===== config.mk =====
export PLATFORM = sky130hd
export DESIGN_NAME = ib_dispatch
export DESIGN_NICKNAME = d
export VERILOG_FILES = /design/src/rtl/ib_dispatch_pkg.sv /design/src/rtl/ib_dispatch_regstat.sv /design/src/rtl/ib_dispatch.sv
export SDC_FILE = /design/constraint.sdc
export NUM_CORES = 1
export LEC_CHECK = 0
export BUFFER_PORTS_ARGS = -buffer_cell sky130_fd_sc_hd__buf_2
export CAP_MARGIN = 30
export CORE_MARGIN = 3
export CORE_UTILIZATION = 45
export CTS_CLUSTER_DIAMETER = 60
export DETAILED_ROUTE_END_ITERATION = 8
export PLACE_DENSITY = 0.67
export SYNTH_ARGS = -nofsm -noshare
export SYNTH_HDL_FRONTEND = slang
export SYNTH_SLANG_ARGS = --single-unit
export TNS_END_PERCENT = 10

===== constraint.sdc =====
create_clock -name clk -period 12.82 [get_ports clk]
set_input_delay 2.564 -clock clk [delete_from_list [all_inputs] [get_ports clk]]
set_output_delay 2.564 -clock clk [all_outputs]
set_load 0.02 [all_outputs]

===== src/rtl/ib_dispatch_pkg.sv =====
`default_nettype none
// ============================================================================
// Package  : ib_dispatch_pkg
// Purpose  : Opcodes, instruction field positions and FSM encoding for dispatch.
// Revision : 1.0 - initial release
// ============================================================================
package ib_dispatch_pkg;

    localparam int c_TAG_W = 4;

    localparam logic [3:0] c_OP_MOV  = 4'h0;
    localparam logic [3:0] c_OP_ADD  = 4'h1;
    localparam logic [3:0] c_OP_JMP  = 4'h2;
    localparam logic [3:0] c_OP_LD   = 4'h3;
    localparam logic [3:0] c_OP_HALT = 4'hF;

    localparam int c_OP_LSB = 12;
    localparam int c_RA_LSB = 8;
    localparam int c_RB_LSB = 4;
    localparam int c_RT_LSB = 0;

    typedef enum logic [1:0] {
        ST_RUN   = 2'd0,
        ST_REDIR = 2'd1,
        ST_HALT  = 2'd2
    } state_t;

    function automatic logic [3:0] f_field(input logic [15:0] inst, input int lsb);
        return inst[lsb +: 4];
    endfunction

endpackage
`default_nettype wire


===== src/rtl/ib_dispatch_regstat.sv =====
`default_nettype none
// ============================================================================
// Module   : ib_dispatch_regstat
// Purpose  : Register status table: two bypassed read ports, rename, CDB snoop.
// Revision : 1.0 - initial release
// ============================================================================
module ib_dispatch_regstat
    import ib_dispatch_pkg::*;
#(
    parameter int TAG_W = c_TAG_W,
    parameter int NREG  = 16
) (
    input  logic             clk,
    input  logic             rst,
    input  logic [3:0]       a_addr,
    output logic             a_busy,
    output logic [TAG_W-1:0] a_tag,
    output logic [15:0]      a_val,
    input  logic [3:0]       b_addr,
    output logic             b_busy,
    output logic [TAG_W-1:0] b_tag,
    output logic [15:0]      b_val,
    input  logic             wr_en,
    input  logic [3:0]       wr_addr,
    input  logic [TAG_W-1:0] wr_tag,
    input  logic             cdb_valid,
    input  logic [TAG_W-1:0] cdb_tag,
    input  logic [15:0]      cdb_data
);

    logic [NREG-1:0]  r_busy;
    logic [TAG_W-1:0] r_tag [NREG];
    logic [15:0]      r_val [NREG];

    // A rename on the same edge as the CDB result for the old tag keeps the new mapping.
    always_ff @(posedge clk or posedge rst) begin
        if (rst) begin
            for (int i = 0; i < NREG; i++) begin
                r_busy[i] <= 1'b0;
                r_tag[i]  <= '0;
                r_val[i]  <= '0;
            end
        end else begin
            for (int i = 0; i < NREG; i++) begin
                if (wr_en && (wr_addr == 4'(i))) begin
                    r_busy[i] <= 1'b1;
                    r_tag[i]  <= wr_tag;
                end else if (cdb_valid && r_busy[i] && (r_tag[i] == cdb_tag)) begin
                    r_busy[i] <= 1'b0;
                    r_val[i]  <= cdb_data;
                end
            end
        end
    end

    always_comb begin
        a_busy = r_busy[a_addr];
        a_tag  = r_tag[a_addr];
        a_val  = r_val[a_addr];
        if (r_busy[a_addr] && cdb_valid && (r_tag[a_addr] == cdb_tag)) begin
            a_busy = 1'b0;
            a_val  = cdb_data;
        end
        if (!a_busy) begin
            a_tag = '0;
        end
    end

    always_comb begin
        b_busy = r_busy[b_addr];
        b_tag  = r_tag[b_addr];
        b_val  = r_val[b_addr];
        if (r_busy[b_addr] && cdb_valid && (r_tag[b_addr] == cdb_tag)) begin
            b_busy = 1'b0;
            b_val  = cdb_data;
        end
        if (!b_busy) begin
            b_tag = '0;
        end
    end

endmodule
`default_nettype wire


===== src/rtl/ib_dispatch.sv =====
`default_nettype none
// ============================================================================
// Module   : ib_dispatch
// Purpose  : In-order dispatch from the instruction buffer into the ALU/load RSs.
// Revision : 1.0 - initial release
// ============================================================================
module ib_dispatch
    import ib_dispatch_pkg::*;
#(
    parameter int TAG_W = c_TAG_W,
    parameter int NREG  = 16
) (
    input  logic             clk,
    input  logic             rst,
    input  logic             ib_empty,
    input  logic [31:0]      ib_data_out,
    output logic             ib_pop,
    output logic             ib_flush,
    output logic             branch_taken,
    output logic [15:0]      branch_target,
    output logic             alu_valid,
    input  logic             alu_ready,
    input  logic [TAG_W-1:0] alu_tag,
    output logic             ld_valid,
    input  logic             ld_ready,
    input  logic [TAG_W-1:0] ld_tag,
    output logic [3:0]       rs_op,
    output logic             rs_a_busy,
    output logic             rs_b_busy,
    output logic [TAG_W-1:0] rs_a_tag,
    output logic [TAG_W-1:0] rs_b_tag,
    output logic [15:0]      rs_a_val,
    output logic [15:0]      rs_b_val,
    input  logic             cdb_valid,
    input  logic [TAG_W-1:0] cdb_tag,
    input  logic [15:0]      cdb_data,
    output logic             halted
);

    state_t           r_state;
    logic             r_halted;
    logic [15:0]      w_inst;
    logic [3:0]       w_pc_hi, w_op, w_ra, w_rb, w_rt;
    logic             w_head, w_is_alu, w_is_ld, w_known;
    logic             w_fire_alu, w_fire_ld, w_jmp, w_halt, w_drop;
    logic             w_a_busy, w_b_busy;
    logic [TAG_W-1:0] w_a_tag, w_b_tag;
    logic [15:0]      w_a_val, w_b_val;
    logic             w_unused;

    assign w_inst   = ib_data_out[15:0];
    assign w_pc_hi  = ib_data_out[31:28];
    assign w_unused = &{1'b0, ib_data_out[27:16]};
    assign w_op     = f_field(w_inst, c_OP_LSB);
    assign w_ra     = f_field(w_inst, c_RA_LSB);
    assign w_rb     = f_field(w_inst, c_RB_LSB);
    assign w_rt     = f_field(w_inst, c_RT_LSB);

    // Gating on rst makes every combinational output drop the moment reset rises.
    assign w_head     = (r_state == ST_RUN) && !ib_empty && !rst;
    assign w_is_alu   = (w_op == c_OP_MOV) || (w_op == c_OP_ADD);
    assign w_is_ld    = (w_op == c_OP_LD);
    assign w_known    = w_is_alu || w_is_ld || (w_op == c_OP_JMP) || (w_op == c_OP_HALT);
    assign w_fire_alu = w_head && w_is_alu && alu_ready;
    assign w_fire_ld  = w_head && w_is_ld && ld_ready;
    assign w_jmp      = w_head && (w_op == c_OP_JMP);
    assign w_halt     = w_head && (w_op == c_OP_HALT);
    assign w_drop     = w_head && !w_known;

    assign ib_pop        = w_fire_alu || w_fire_ld || w_jmp || w_halt || w_drop;
    assign alu_valid     = w_fire_alu;
    assign ld_valid      = w_fire_ld;
    assign branch_taken  = w_jmp;
    assign ib_flush      = w_jmp;
    assign branch_target = w_jmp ? {w_pc_hi, w_inst[11:0]} : 16'h0000;
    assign halted        = r_halted;

    ib_dispatch_regstat #(
        .TAG_W (TAG_W),
        .NREG  (NREG)
    ) u_regstat (
        .clk       (clk),
        .rst       (rst),
        .a_addr    (w_ra),
        .a_busy    (w_a_busy),
        .a_tag     (w_a_tag),
        .a_val     (w_a_val),
        .b_addr    (w_rb),
        .b_busy    (w_b_busy),
        .b_tag     (w_b_tag),
        .b_val     (w_b_val),
        .wr_en     (w_fire_alu || w_fire_ld),
        .wr_addr   (w_rt),
        .wr_tag    (w_fire_alu ? alu_tag : ld_tag),
        .cdb_valid (cdb_valid),
        .cdb_tag   (cdb_tag),
        .cdb_data  (cdb_data)
    );

    always_comb begin
        rs_op     = 4'h0;
        rs_a_busy = 1'b0;
        rs_a_tag  = '0;
        rs_a_val  = 16'h0000;
        rs_b_busy = 1'b0;
        rs_b_tag  = '0;
        rs_b_val  = 16'h0000;
        if (w_fire_alu || w_fire_ld) begin
            rs_op = w_op;
            if (w_op == c_OP_MOV) begin
                rs_a_val = {8'h00, w_inst[11:4]};
            end else begin
                rs_a_busy = w_a_busy;
                rs_a_tag  = w_a_tag;
                rs_a_val  = w_a_val;
                rs_b_busy = w_b_busy;
                rs_b_tag  = w_b_tag;
                rs_b_val  = w_b_val;
            end
        end
    end

    always_ff @(posedge clk or posedge rst) begin
        if (rst) begin
            r_state  <= ST_RUN;
            r_halted <= 1'b0;
        end else begin
            case (r_state)
                ST_RUN: begin
                    if (w_jmp) begin
                        r_state <= ST_REDIR;
                    end else if (w_halt) begin
                        r_state  <= ST_HALT;
                        r_halted <= 1'b1;
                    end
                end
                ST_REDIR: r_state <= ST_RUN;
                default:  r_state <= r_state;
            endcase
        end
    end

endmodule
`default_nettype wire

==> results of run 1 <==
==> cells in the mapped netlist, types with 3 or more instances <==
library cell and number:
a21o_1 6, a21oi_1 38, a222oi_1 9, a31oi_1 3, and2_1 20, and3_1 3
buf_1 18, buf_2 20, buf_4 3, clkbuf_1 82, dfrtp_1 339, inv_1 24
mux2_2 258, mux2i_1 43, mux4_1 11, mux4_2 190, nand2_1 110, nand2b_1 5
nand3_1 23, nand4_1 6, nor2_1 39, nor2b_1 5, nor3_1 18, nor4_1 5
o211ai_1 11, o21ai_0 70, o22ai_1 11, xnor2_1 13, xor2_1 24
==> registers in the layout, summed over array words and instances, names as in the netlist <==
| name | flops |
|---|---|
| u_regstat.r_busy | 16 |
| u_regstat.r_tag | 64 |
| u_regstat.r_val | 256 |
| halted | 1 |
| r_state | 2 |
==> logic make-up after synthesis <==
family | after synthesis | synth area share, %
AOI/OAI and AO/OA | 156 | 4.68
xor gates and xnor gates | 37 | 1.66
buffers and inverters | 153 | 3.35
DFF | 339 | 43.5
muxes | 504 | 40.7
other | 1 | 0.0192
and+or+nand+nor | 247 | 6.09
==> final cells by class <==
type	count	area (um^2)	area share, %
Timing Repair Buffer	156	998	4.54
Tap cell	577	722	3.28
Clock buffer	53	1100	5.00
Sequential cell	339	8480	38.6
Clock inverter	13	104	0.472
Inverter	26	105	0.478
Multi-Input combinational cell	946	10500	47.6
==> final timing paths <==
kind                           startpoint                    to  slack [ps]
min                                halted                halted         470
max in group asynchronous             rst  u_regstat.r_val[170]        9060
min in group asynchronous             rst                halted        2170
max reg2reg                    r_state[1]   u_regstat.r_val[11]        8910
max                        ib_data_out[8]           rs_a_tag[1]        3490
min reg2reg                        halted                halted         470
==> power by group through the flow <==
stage                     Clock (uW)  Sequential, uW  Combinational [uW]
after floorplan                    0            1180                 228
final                           1070            1180                 304
after CTS                       1090            1180                 304
after detailed placement           0            1200                 303
after global routing            1130            1190                 328
after global placement             0            1190                 294
==> routing by layer <==
layer  vias to the layer above  wire length, um
li1                       5614                -
met2                       535            27100
met3                       135             4120
met4                         8             1920
met5                         -               49
met1                      6952            22000
==> worst max-delay path: stages <==
cell	delay, ps
buf_6	460
buf_4	830
mux4_1	690
mux4_2	490
o21ai_0	190
nor4_4	80
buf_4	300
or3b_2	600
a211oi_1	300
buf_2	230
==> cells in the final DEF (no fill, tap or decap), types with 7 or more instances in the layout <==
| master | Yosys | layout |
|---|---|---|
| dfrtp_1 | 339 | 339 |
| mux2_2 | 258 | 258 |
| mux4_2 | 190 | 190 |
| buf_2 | 20 | 115 |
| nand2_1 | 110 | 110 |
| o21ai_0 | 70 | 70 |
| nor2_1 | 39 | 39 |
| mux2i_1 | 43 | 39 |
| clkbuf_16 | 0 | 39 |
| buf_4 | 3 | 30 |
| a21oi_1 | 38 | 29 |
| xor2_1 | 24 | 24 |
| inv_1 | 24 | 23 |
| nand3_1 | 23 | 23 |
| and2_1 | 20 | 20 |
| nor3_1 | 18 | 18 |
| xnor2_1 | 13 | 13 |
| o22ai_1 | 11 | 11 |
| o211ai_1 | 11 | 11 |
| mux4_1 | 11 | 11 |
| a222oi_1 | 9 | 9 |
| a21oi_2 | 0 | 9 |
| clkinv_2 | 0 | 8 |
| clkbuf_8 | 0 | 7 |
| clkbuf_1 | 82 | 7 |
==> per-stage QoR <==
step           total power (uW)  hold WS, ps  instances  util, %  instance area, um^2
3_5_place_dp               1500          461       2042     48.9                20700
6_report                   2550          474       2110     51.8                22000
5_1_grt                    2650          517       2110     51.8                22000
3_3_place_gp               1480          447       2035     48.6                20600
4_1_cts                    2570          479       2108     51.7                21900
2_1_floorplan              1410          464       1438        -                19500
==> flow_summary.toml, run 1 <==
[global_routing]
grt_usage_pct = 24.0
met2_usage_pct = 39.7
gr-max-usage-layer = "met2"
grt_overflow = 0
use_met1_pct = 31.7
grt_max_degree = 123
grt_pass1_wl_um = 85000
antenna_found_initial = 4
use_met3_pct = 5.17
grt_pass1_vias = 13700

[worst_setup_path]
cp.required_ps = 10260
r2r_cells = 8
critPathKind = "in2out"
arrival_ps = 6770
start_kind = "input pin"
cp_max_fo = 47
crit_path_end_kind = "primary output"

[outcome]
status = "completed"

[synth]
synthCells = 1437
synthArstFlopShare_pct = 100
yosysTopAreaCellShare_pct = 43.5
yosysSeqAreaShare_pct = 43.5
synth-edff-count = 0
ys_ff_latch = 339
synthesis.area_um2 = 19500
syn_avg_cell_area_um2 = 13.6
synth_area_leaders = "dfrtp_1 (44%), mux4_2 (22%), mux2_2 (15%)"
yosys_warnings = 0
yosysTopAreaCell = "dfrtp_1"
ys_types = 51
synth_flop_cell = "dfrtp_1"

[routing]
wirelength_um = 55200
wire_per_inst_um = 26.2
vias = 13200
drc = 0
vias_per_cell = 6.28
dr.pass1.iters = 7
ant_nets = 0
dr.first_iter.drc_count = 1344

[clock_network]
hold_buffers = 0
clock_sinks = 339
path_clk_slew_ps = 60
post_cts_buffers = 0
cts_buffers = 39
worstSkewPairLatency_ps = 540
root_buffer = "clkbuf_16"
htree_levels = 2
clk_path_buf_depth = 3
cts_tree = "yes"
cts-resized-gates = 0

[timing]
fin_ws_ps = 3490
timing.final.crit_share_pct = 72.8
setup_viol = 0
rsz0062_at_grt = "no"
tightestPinTransition_ps = 1040
drv_slew = 0
final.setup.tns_ps = 0
hold_violations = 0
fin_skew_ps = 23.2
fmaxAchievable_mhz = 107
min_period_ps = 9330
slew_headroom_pct = 30.9

[floorplan]
rows = 75
die_w_um = 214
die-area_um2 = 45900
floorplan.core_area_um2 = 42400
die_h_um = 214
pin_count = 134
start_util_pct = 46.0

[job]
cap_viol_max_count = 0

[placed_design]
port-buffer-count = 119
place_hpwl_um = 33500
place_congestion = 0.899
pre_cts_ws_ps = 3480

[power]
p_seq_share_pct = 46.3
clkPwrFrac_pct = 41.8
p_per_area_nw_per_um2 = 116
intPower_uw = 1900
p_leak_uw = 0.00990
power_switching_share_pct = 25.6
ir_drop_uv = 74.3
power_frac_comb_pct = 11.9
netSwitchingPower_uw = 654

[hold_path]
hold_path_depth = 1
hold_path_class = "reg2reg"

[layout]
drive_above_1_share_pct = 44.9
syn_to_final_growth_pct = 12.7
nets = 1574
fillCellCount = 3588
diodes = 0
No activity file was read; power rests on OpenSTA's default activity.
==> run 2: changes to the inputs <==
--- a/config.mk
+++ b/config.mk
@@ -5,13 +5,14 @@
 export SDC_FILE = /design/constraint.sdc
 export NUM_CORES = 1
 export LEC_CHECK = 0
+export ABC_AREA = 1
 export BUFFER_PORTS_ARGS = -buffer_cell sky130_fd_sc_hd__buf_2
 export CAP_MARGIN = 30
 export CORE_MARGIN = 3
 export CORE_UTILIZATION = 45
 export CTS_CLUSTER_DIAMETER = 60
 export DETAILED_ROUTE_END_ITERATION = 8
-export PLACE_DENSITY = 0.67
+export PLACE_DENSITY = 0.7
 export SYNTH_ARGS = -nofsm -noshare
 export SYNTH_HDL_FRONTEND = slang
 export SYNTH_SLANG_ARGS = --single-unit
==> constraint.sdc (replaced) <==
create_clock -name clk -period 8.5 [get_ports clk]
set_input_delay 1.7 -clock clk [delete_from_list [all_inputs] [get_ports clk]]
set_output_delay 1.7 -clock clk [all_outputs]
set_load 0.02 [all_outputs]
==> run 2 against run 1 <==
Compared with the run above:
- via count rose by 61%
- sequential share of layout area fell by 0.29 points
- non-clock buffer count rose by 7
- synthesized area rose by 3.4%
- design area rose by 0.76%
- sequential power rose by 79%
- power rose by 87%
- setup slack got worse by 2000 ps
- count of clock-buffer cells in the layout rose by 2
- critical path type unchanged
- highest routed layer is now met4
==> flow_summary.toml, run 2 <==
[synth]
synthCells = 2766
synth_flop_cell = "dfrtp_1"
yosysTopAreaCell = "dfrtp_1"
yosysTopAreaCellShare_pct = 42.1
synth.top_cells.by_count = "o21ai_0 (569), nand2_1 (562), nor2_1 (353)"
synthArstFlopShare_pct = 100
synth-edff-count = 0
synth_area_leaders = "dfrtp_1 (42%), o21ai_0 (14%), nand2_1 (10%)"
ys_types = 46
syn_avg_cell_area_um2 = 7.29
yosysSeqAreaShare_pct = 42.1
yosysMostFrequentCell = "o21ai_0"
synthesis.area_um2 = 20200
yosys_warnings = 0
ys_ff_latch = 339

[layout]
layoutNonFillerInstCount = 3358
syn_to_final_growth_pct = 9.79
nets = 2811
mostFrequentLayoutCells = "o21ai_0 (569), nand2_1 (561), nor2_1 (353)"
largest_reg_flops = 256
diodes = 0
reg_top3 = "u_regstat.r_val: 256 flops, u_regstat.r_tag: 64 flops, u_regstat.r_busy: 16 flops"
drive_above_1_share_pct = 9.99
fin_area_um2 = 22100
largest_register = "u_regstat.r_val"
layout_commonest_cell = "o21ai_0"

[placed_design]
place_hpwl_um = 43500
port-buffer-count = 119
place_area_um2 = 20800
dp_cells = 3287
place_congestion = 0.923

[clock_network]
clk_path_buf_depth = 3
clock_sinks = 339
htree_levels = 2
root_buffer = "clkbuf_16"
worstSkewPairLatency_ps = 580
path_clk_slew_ps = 50
hold_buffers = 0
post_cts_buffers = 0
cts-resized-gates = 0
cts_tree = "yes"
cts_buffers = 41

[hold_path]
hold_path_class = "reg2reg"
hold_path_depth = 2

[worst_setup_path]
r2r_cells = 11
regToRegSetupSlack_ps = 5560
cp-startpoint = "ib_data_out[4]"
crit_family = "buffers and inverters"
path_buf_inv = 4
cp.required_ps = 6800
path_depth = 13
start_kind = "input pin"
setup.worst_path.end = "rs_b_val[14]"
crit_chain = "buf_6 -> inv_6 -> a21oi_1 -> o21ai_1 -> nand3_1 -> nand3_2 -> nand2_2 -> xor2_4 -> nand3_4 -> nand2_1 -> inv_1 -> nor2_1 -> buf_2"
critPathKind = "in2out"
crit_path_end_kind = "primary output"
cp_max_fo = 107
arrival_ps = 5270
r2r_start = "r_state[1]"
critPathSlowestCell = "buf_6"
reg2reg_to = "u_regstat.r_val[151]"
critPathMaxStageDelay_ps = 620

[power]
ir_drop_uv = 165
power_frac_comb_pct = 18.5
p_per_area_nw_per_um2 = 215
totalPowerFinal_uw = 4770
netSwitchingPower_uw = 1520
p_leak_uw = 0.00995
power_switching_share_pct = 31.8
clkPwrFrac_pct = 37.2
p_seq_share_pct = 44.3
intPower_uw = 3250

[routing]
vias_per_cell = 6.34
dr.pass1.iters = 6
ant_nets = 0
vias = 21300
dr.first_iter.drc_count = 3029
drc = 0
wirelength_um = 76200
wire_per_inst_um = 22.7

[timing]
tightestPinTransition_ps = 1120
final.setup.tns_ps = 0
min_period_ps = 6970
holdWs_ps = 472
fmaxAchievable_mhz = 143
drv_slew = 0
fin_skew_ps = 18.4
timing.final.crit_share_pct = 82.1
slew_headroom_pct = 25.2
hold_violations = 0
rsz0062_at_grt = "no"
setup_viol = 0

[global_routing]
antenna_found_initial = 0
grt_pass1_vias = 20200
grt_overflow = 0
grt_pass1_wl_um = 116000
grt_usage_pct = 31.4
grt_max_degree = 136

[floorplan]
floorplan.core_area_um2 = 43600
die_w_um = 218
die-area_um2 = 47400
rows = 76
die_h_um = 218
pin_count = 134
start_util_pct = 46.2

[job]
cap_viol_max_count = 0

[outcome]
status = "completed"
-- run 2: metrics by stage --
step / util [%] / worst slack (ps)
after floorplan: - / 2270
after global placement: 47.5 / 1770
after detailed placement: 47.6 / 1740
after CTS: 50.7 / 1730
after global routing: 50.7 / 1460
final: 50.7 / 1530
-- run 2: routing by layer --
layer,vias to the layer above,wire [um],track usage (%)
met5,-,0,0
met4,0,4170,17.5
met3,311,9560,6.69
met2,1528,33100,47.3
met1,10000,29300,42.2
li1,9425,-,-
-- run 2: worst min path at each step --
stage | from | endpoint | slack (ps)
global route | r_state[1] | r_state[1] | 490
floorplan | r_state[1] | r_state[1] | 430
global placement | r_state[1] | r_state[1] | 450
detailed placement | r_state[1] | r_state[1] | 460
finish | r_state[1] | r_state[1] | 470
CTS | r_state[1] | r_state[1] | 470
-- run 2: cells by family (layout without fill, tap and decap cells) --
group,Yosys count,in the layout,synth area share [%]
other,1,2,0.0186
flip-flops,339,339,42.1
multiplexers,4,4,0.198
AO/OA/AOI/OAI,924,924,26.1
XOR/XNOR,13,13,0.657
buffers and inverters,378,384,8.41
AND/OR/NAND/NOR,1107,1107,22.6
-- run 2: power groups by stage --
stage,combinational [uW],sequential (uW),clock (uW)
after floorplan,647,2070,0
after global routing,992,2140,1850
after CTS,863,2100,1790
final,883,2110,1780
after global placement,822,2110,0
after detailed placement,862,2120,0
-- run 2: cell type report --
class	instances	area (um^2)
clock buffers	55	1170
clock inverters	16	184
fillers	4133	21500
inverters	150	577
multi-input cells	2050	10000
flip-flops and latches	339	8480
well taps	585	732
repair buffers	163	988
-- run 2: worst reg2reg max path, delay by kind of cell, from the launching register on --
| kind | cells | cell delay (ps) |
|---|---|---|
| AND/OR/NAND/NOR | 5 | 1190 |
| buffers and inverters | 5 | 850 |
| flip-flops | 1 | 320 |
| AO/OA/AOI/OAI | 1 | 480 |
